[src/rtl/cbus_arbiter_rr_pkg.sv]
// cbus_arbiter_rr_pkg: CBus request/response types and the arbiter state encoding.
package cbus_arbiter_rr_pkg;
  typedef enum logic [1:0] {SZ_BYTE, SZ_HALF, SZ_WORD, SZ_RSVD} cbus_size_t;
  typedef enum logic [1:0] {BURST_FIXED, BURST_INCR, BURST_WRAP, BURST_RSVD} cbus_burst_t;
  typedef struct packed {
    logic        valid;
    logic        is_write;
    cbus_size_t  size;
    logic [31:0] addr;
    logic [3:0]  strobe;
    logic [31:0] data;
    logic [7:0]  len;
    cbus_burst_t burst;
  } cbus_req_t;
  typedef struct packed {
    logic        ready;
    logic        last;
    logic [31:0] data;
  } cbus_resp_t;
  typedef enum logic {IDLE, BUSY} cbus_arb_state_t;
endpackage

[src/rtl/cbus_arbiter_rr_if.sv]
// cbus_arbiter_rr_if: upstream request/response vectors plus the single downstream CBus link.
interface cbus_arbiter_rr_if
  import cbus_arbiter_rr_pkg::*;
#(
  parameter int NUM_PORTS = 2
);
  cbus_req_t  [NUM_PORTS-1:0] ireqs;
  cbus_resp_t [NUM_PORTS-1:0] iresps;
  cbus_req_t                  oreq;
  cbus_resp_t                 oresp;
  modport master (output ireqs, input iresps, input oreq, output oresp);
  modport slave (input ireqs, output iresps, output oreq, input oresp);
endinterface

[src/rtl/cbus_arbiter_rr_rr_pick.sv]
// cbus_arbiter_rr_rr_pick: combinational winner search, rotating from a pointer or fixed from index 0.
module cbus_arbiter_rr_rr_pick #(
  parameter int NUM_PORTS   = 2,
  parameter bit ROUND_ROBIN = 1'b1,
  localparam int IDX_W      = $clog2(NUM_PORTS)
) (
  input  logic [NUM_PORTS-1:0] i_valid,
  input  logic [IDX_W-1:0]     i_rr_ptr,
  output logic [IDX_W-1:0]     o_winner,
  output logic                 o_found
);
  logic [IDX_W-1:0] w_base;

  function automatic logic [IDX_W-1:0] wrap(int v);
    return IDX_W'(v % NUM_PORTS);
  endfunction

  assign w_base  = ROUND_ROBIN ? i_rr_ptr : '0;
  assign o_found = |i_valid;

  // Scan farthest offset first so the nearest valid port is the final write.
  always_comb begin
    o_winner = '0;
    for (int k = NUM_PORTS - 1; k >= 0; k--)
      if (i_valid[wrap(k + int'(w_base))]) o_winner = wrap(k + int'(w_base));
  end
endmodule

[src/rtl/cbus_arbiter_rr.sv]
// cbus_arbiter_rr: N-to-1 CBus arbiter; fixed or round-robin priority, grant held for a whole burst.
module cbus_arbiter_rr
  import cbus_arbiter_rr_pkg::*;
#(
  parameter int NUM_PORTS   = 2,
  parameter bit ROUND_ROBIN = 1'b1,
  localparam int IDX_W      = $clog2(NUM_PORTS)
) (
  input  logic                       i_clk,
  input  logic                       i_rst_n,
  cbus_arbiter_rr_if.slave           bus,
  output logic                       o_busy,
  output logic [IDX_W-1:0]           o_grant_idx,
  output logic [NUM_PORTS-1:0][31:0] o_grant_cnt
);
  cbus_arb_state_t            r_state, w_state_nxt;
  logic [IDX_W-1:0]           r_grant_idx, r_rr_ptr, w_winner;
  logic [NUM_PORTS-1:0][31:0] r_grant_cnt;
  logic [NUM_PORTS-1:0]       w_valid;
  logic                       w_found, w_done;

  always_comb begin
    w_valid = '0;
    for (int i = 0; i < NUM_PORTS; i++) w_valid[i] = bus.ireqs[i].valid;
  end

  cbus_arbiter_rr_rr_pick #(.NUM_PORTS(NUM_PORTS), .ROUND_ROBIN(ROUND_ROBIN)) u_pick (
    .i_valid (w_valid),
    .i_rr_ptr(r_rr_ptr),
    .o_winner(w_winner),
    .o_found (w_found)
  );

  assign w_done      = r_state == BUSY && bus.oresp.ready && bus.oresp.last;
  assign w_state_nxt = w_done ? IDLE : (r_state == IDLE && w_found) ? BUSY : r_state;
  assign bus.oreq    = r_state == BUSY ? bus.ireqs[r_grant_idx] : '0;

  always_comb begin
    bus.iresps = '0;
    if (r_state == BUSY) bus.iresps[r_grant_idx] = bus.oresp;
  end

  // Completion and the pointer update land on the same edge, so the next IDLE cycle sees the new pointer.
  always_ff @(posedge i_clk or negedge i_rst_n)
    if (!i_rst_n) begin
      r_state     <= IDLE;
      r_grant_idx <= '0;
      r_rr_ptr    <= '0;
      r_grant_cnt <= '0;
    end else begin
      r_state <= w_state_nxt;
      if (r_state == IDLE && w_found) r_grant_idx <= w_winner;
      if (w_done && ~&r_grant_cnt[r_grant_idx]) r_grant_cnt[r_grant_idx] <= r_grant_cnt[r_grant_idx] + 32'd1;
      if (w_done && ROUND_ROBIN) r_rr_ptr <= r_grant_idx == IDX_W'(NUM_PORTS - 1) ? '0 : r_grant_idx + 1'b1;
    end

  assign o_busy      = r_state == BUSY;
  assign o_grant_idx = r_grant_idx;
  assign o_grant_cnt = r_grant_cnt;

  // The owner must hold valid for its whole burst; the grant is kept either way.
  a_owner_valid : assert property (@(posedge i_clk) disable iff (!i_rst_n) r_state == BUSY |-> bus.ireqs[r_grant_idx].valid)
    else $warning("cbus_arbiter_rr: owner %0d dropped valid mid-burst", r_grant_idx);
endmodule

[src/flat_wrapper.sv]
// flat-port wrapper written by rule: the top's interface ports become plain ports
module cbus_arbiter_rr_flat import cbus_arbiter_rr_pkg::*;
#(
  parameter int NUM_PORTS   = 2,
  parameter bit ROUND_ROBIN = 1'b1,
  localparam int IDX_W      = $clog2(NUM_PORTS)
)
  (i_clk, i_rst_n, o_busy, o_grant_idx, o_grant_cnt, bus_ireqs, bus_iresps, bus_oreq, bus_oresp);
  cbus_arbiter_rr_if #(.NUM_PORTS(NUM_PORTS)) bus_i ();
  input  logic i_clk;
  input  logic i_rst_n;
  output logic o_busy;
  output logic [IDX_W-1:0] o_grant_idx;
  output logic [NUM_PORTS-1:0][31:0] o_grant_cnt;
  input wire logic [$bits(bus_i.ireqs)-1:0] bus_ireqs;
  output wire logic [$bits(bus_i.iresps)-1:0] bus_iresps;
  output wire logic [$bits(bus_i.oreq)-1:0] bus_oreq;
  input wire logic [$bits(bus_i.oresp)-1:0] bus_oresp;
  assign bus_i.ireqs = bus_ireqs;
  assign bus_iresps = bus_i.iresps;
  assign bus_oreq = bus_i.oreq;
  assign bus_i.oresp = bus_oresp;
  cbus_arbiter_rr #(.NUM_PORTS(NUM_PORTS), .ROUND_ROBIN(ROUND_ROBIN)) u_core (.i_clk(i_clk), .i_rst_n(i_rst_n), .bus(bus_i), .o_busy(o_busy), .o_grant_idx(o_grant_idx), .o_grant_cnt(o_grant_cnt));
endmodule
[config.mk]
export PLATFORM = sky130hd
export DESIGN_NAME = cbus_arbiter_rr_flat
export DESIGN_NICKNAME = d
export VERILOG_FILES = /design/src/rtl/cbus_arbiter_rr_pkg.sv /design/src/rtl/cbus_arbiter_rr_if.sv /design/src/rtl/cbus_arbiter_rr_rr_pick.sv /design/src/rtl/cbus_arbiter_rr.sv /design/src/flat_wrapper.sv
export SDC_FILE = /design/constraint.sdc
export NUM_CORES = 1
export LEC_CHECK = 0
export BUFFER_PORTS_ARGS = -buffer_cell sky130_fd_sc_hd__buf_2
export CORE_AREA = 5 5 158 160
export CTS_CLUSTER_SIZE = 16
export DETAILED_ROUTE_END_ITERATION = 8
export DIE_AREA = 0 0 163 165
export SYNTH_ARGS = -nofsm -noshare
export SYNTH_HDL_FRONTEND = slang
export SYNTH_HIERARCHICAL = 1
export SYNTH_SLANG_ARGS = --single-unit
[constraint.sdc]
create_clock -name i_clk -period 9.4 [get_ports i_clk]
set_input_delay 0.94 -clock i_clk [delete_from_list [all_inputs] [get_ports i_clk]]
set_output_delay 0.94 -clock i_clk [all_outputs]
set_load 0.03 [all_outputs]
==> summary.txt <==
STA
  – Fmax: 0.232 GHz
  – Slew margin rel.: 26.1%
  – Final setup vio count: 0
  – Hold violation count in the final report: 0
  – Final period utilization: 45.9%
  – Sum of negative setup slack: 0 ns
  – WHS: 0.508 ns
  – Worst Clk Skew: 0.00651 ns
  – RSZ-0062 raised after global routing: false
  – Crit path time final: roughly 4.3 ns
  – Final WS setup: about 5.1 ns
  – Final Slew Violations: 0
  – Worst Tran Pin Value: ~1.1 ns

Setup path
  – Worst setup SP type: flip-flop
  – Critical Path Max Stage Delay: 0.84 ns
  – Reg2reg path depth: 6
  – CP dominant cell by count: buf_4
  – FF-to-FF End: u_core/o_grant_cnt[10]
  – Required @ worst endpoint: 8.46 ns
  – Ordered cell list for the critical path: buf_4 -> buf_4 -> mux2i_1 -> nor2_1 -> buf_2
  – Worst path arrival time: 3.37 ns
  – Worst setup EP type: output port
  – WS Path Type: flip-flop to output port
  – FF-to-FF setup slack: about 5.4 ns
  – Worst R2R Start: u_core/o_grant_idx
  – Slowest cell on the critical path: buf_4
  – Worst Path Max Fanout: 78

Final layout
  – Layout cells sized above 1: 44.1%
  – Fillers: 2510
  – Layout net count: 1223
  – Area Growth Syn to Fin: 49.9%
  – Fin area: ~7900 sq um
  – Final cell count without fillers: 1350
  – Post-layout util: between 30% and 40%

Yosys
  – Main area contributors after synthesis: dfrtp_1 32%, mux2i_1 16%, and3_1 8.2%
  – Post-Synth XOR/XNOR Area: roughly a tenth
  – Synth Register Bits: 67
  – Synth Area in Adders: 0.237%
  – Synthesized cell area: between 5000 and 6000 sq um
  – Cells after Synth: 636
  – Sequential area share after synthesis: about a third
  – Synth top area share: 31.8%
  – Fraction of registers with async set/reset: 100%
  – Largest area contributor in the netlist: dfrtp_1
  – Synth Warn #: 6
  – Simple-Gate Fraction of Synth Area: 30.3%
  – Compound-Gate Fraction of Synth Area: 6.24%
  – EDFF count, synth: 0
  – Top_reg_cell synth: dfrtp_1
  – Main combinational cell family by area after synthesis: simple AND/OR/NAND/NOR gates
  – Syn_nets: 837
  – Avg Synthesized Cell Area: 8.29 sq um
  – Synth unique cells: 49
  – Mux contribution to synthesized area: 17.6%

Place
  – Placed cell count: around 1300
  – Dpl hpwl: 24200 um
  – IO buf count: 415
  – Dpl ws: 5.45 ns
  – GP Congestion: approximately 0.93
  – Placed cell area: 7620 sq um

GRT
  – Initial antenna violation count: 13
  – Vias in the first global route: a little over 6000
  – Congestion Overflow GR: 0
  – Overall routing resource usage: 20.2%
  – Largest net degree at the start of global routing: 85
  – Global-route wire length before repair: 40200 um

CTS
  – Clk_lat worst skew: 0.33 ns
  – Clock transition at path regs: roughly 0.050 ns
  – Post-CTS sizing: 0
  – CTS tree: built
  – H-tree Lvls: 3
  – Root buffer cell: clkbuf_16
  – Number of setup buffers added after CTS: 0
  – # hold bufs at CTS: 0
  – CTS Buffer Depth: 2
  – Sinks on Clock Net: 67
  – Num CTS Buffers: 9

Floorplanning
  – Die area: around 27000 sq um
  – I/O pin total: between 400 and 500
  – Die Ht: 165 um
  – Initial Util: 22.7%
  – Core area: ~23000 sq um
  – Row cnt: 56
  – Die width: 163 um

Hold path
  – Min-delay src: u_core/r_rr_ptr
  – Hold depth: 2
  – Hold WC Path Type: flip-flop to flip-flop
  – Sink of the worst hold path: u_core/r_rr_ptr

Power and ir drop
  – Total Power: 1.47 mW
  – Maximum VDD drop: approximately 0.11 mV
  – Sw Share: 48.5%
  – Flop pwr share: a little over a quarter
  – Clk pwr share: 21.0%
  – P per Cell Area: 186 nW/um^2
  – Gate power share: between 50% and 60%
  – Switching pwr: 0.715 mW
  – Int Power: between 0.7 and 0.8 mW
  – Pleak: about 4.3 nW

Drt
  – DRT iter0 DRCs: 580
  – Post-detailed-route count of antenna-violating nets: 0
  – Via count: between 6000 and 7000
  – Met3 routed WL: roughly 3400 um
  – DR WL/cell: 21.8 um
  – Routed wire length: 29400 um
  – DR top layer: met5
  – DR WL met2: roughly 13000 um
  – TritonRoute pass-1 iters: 5
  – Via/cell ratio: between 4 and 5
  – Wl on met1: around 12000 um
  – DR DRC count: 0

Status
  – Outcome: completed

Run
  – Max_cap viols: 0
==> final cells by class <==
class	instances	area [sq um]	share of cell area, %
multi-input combinational	517	3390	42.9
timing repair buffer	423	2140	27.0
sequential	67	1680	21.3
tap	319	399	5.05
clock buffer	14	264	3.34
inverter	4	15.0	0.190
clock inverter	2	10.0	0.127
antenna	4	10.0	0.127
==> layer usage <==
| metal | global-route usage [%] | vias up |
|---|---|---|
| li1 | - | 2985 |
| met2 | 30.9 | 355 |
| met4 | 3.81 | 18 |
| met1 | 27.6 | 3012 |
| met5 | 0 | - |
| met3 | 7.29 | 35 |
==> worst max path at each step <==
| stage | start | endpoint | slack [ns] | depth (start not counted) |
|---|---|---|---|---|
| 4_1_cts | u_core/o_grant_idx | bus_oreq[25] | 5.08 | 5 |
| 3_5_place_dp | u_core/o_grant_idx | bus_oreq[25] | 5.45 | 5 |
| 6_report | u_core/o_grant_idx | bus_oreq[25] | 5.09 | 5 |
| 2_1_floorplan | u_core/o_grant_idx | u_core/o_grant_cnt[6] | 5.48 | 15 |
| 3_3_place_gp | u_core/o_grant_idx | bus_oreq[52] | 5.50 | 5 |
| 5_1_grt | u_core/o_grant_idx | bus_oreq[25] | 4.89 | 5 |
==> critical path, delay by kind of cell, from the launching register on <==
kind / cells / cell delay [ns]
buffers and inverters: 3 / 1.89
multiplexers: 1 / 0.30
flip-flops: 1 / 0.70
AND/OR/NAND/NOR: 1 / 0.07
==> cells in the mapped netlist (2+ instances only) <==
| cell | number |
|---|---|
| a21oi_1 | 5 |
| nor3_1 | 4 |
| nand4_1 | 10 |
| buf_6 | 2 |
| nand4b_1 | 4 |
| nor2_1 | 103 |
| xnor2_1 | 35 |
| buf_2 | 16 |
| a311oi_1 | 2 |
| nand2b_1 | 2 |
| a222oi_1 | 3 |
| dfrtp_1 | 67 |
| mux2i_1 | 86 |
| a21boi_0 | 2 |
| a21o_1 | 2 |
| a22oi_1 | 8 |
| mux2_2 | 6 |
| o21ai_0 | 10 |
| o22ai_1 | 2 |
| and2_1 | 6 |
| nand3b_1 | 15 |
| and3_1 | 69 |
| a311o_1 | 2 |
| inv_1 | 4 |
| nand2_1 | 66 |
| clkbuf_1 | 29 |
| xor2_1 | 22 |
| nand3_1 | 33 |
==> placed cells by master, fill, tap and decap left out, drive strengths merged, types with 2 or more instances in the layout <==
cell type  count
a21boi         3
a21o           2
a21oi          5
a222oi         3
a22oi          8
a311o          2
a311oi         2
and2           6
and3          69
buf          423
clkbuf        14
clkinv         2
dfrtp         67
diode          4
inv            4
mux2           6
mux2i         86
nand2         66
nand2b         2
nand3         34
nand3b        16
nand4         10
nand4b         4
nor2         105
nor3           4
o21ai         10
o22ai          2
xnor2         35
xor2          22
==> power by group through the flow <==
stage / clock, mW / combinational (mW) / sequential [mW]
finish: 0.310 / 0.778 / 0.385
global route: 0.329 / 0.822 / 0.394
CTS: 0.316 / 0.784 / 0.386
detailed placement: 0 / 0.782 / 0.390
global placement: 0 / 0.777 / 0.391
floorplan: 0 / 0.473 / 0.421
==> logic make-up after synthesis <==
group	after synthesis
xor gates and xnor gates	57
adders and majority gates	1
buffers and inverters	52
and+or+nand+nor	321
muxes	92
AOI/OAI and AO/OA	46
DFF	67
==> flip-flops by register name, indices dropped and copies added, names as in the netlist <==
register	cells
u_core/r_rr_ptr	1
u_core/o_grant_idx	1
u_core/o_busy	1
u_core/o_grant_cnt	64
Note: power is estimated with default switching activity, not from simulation.
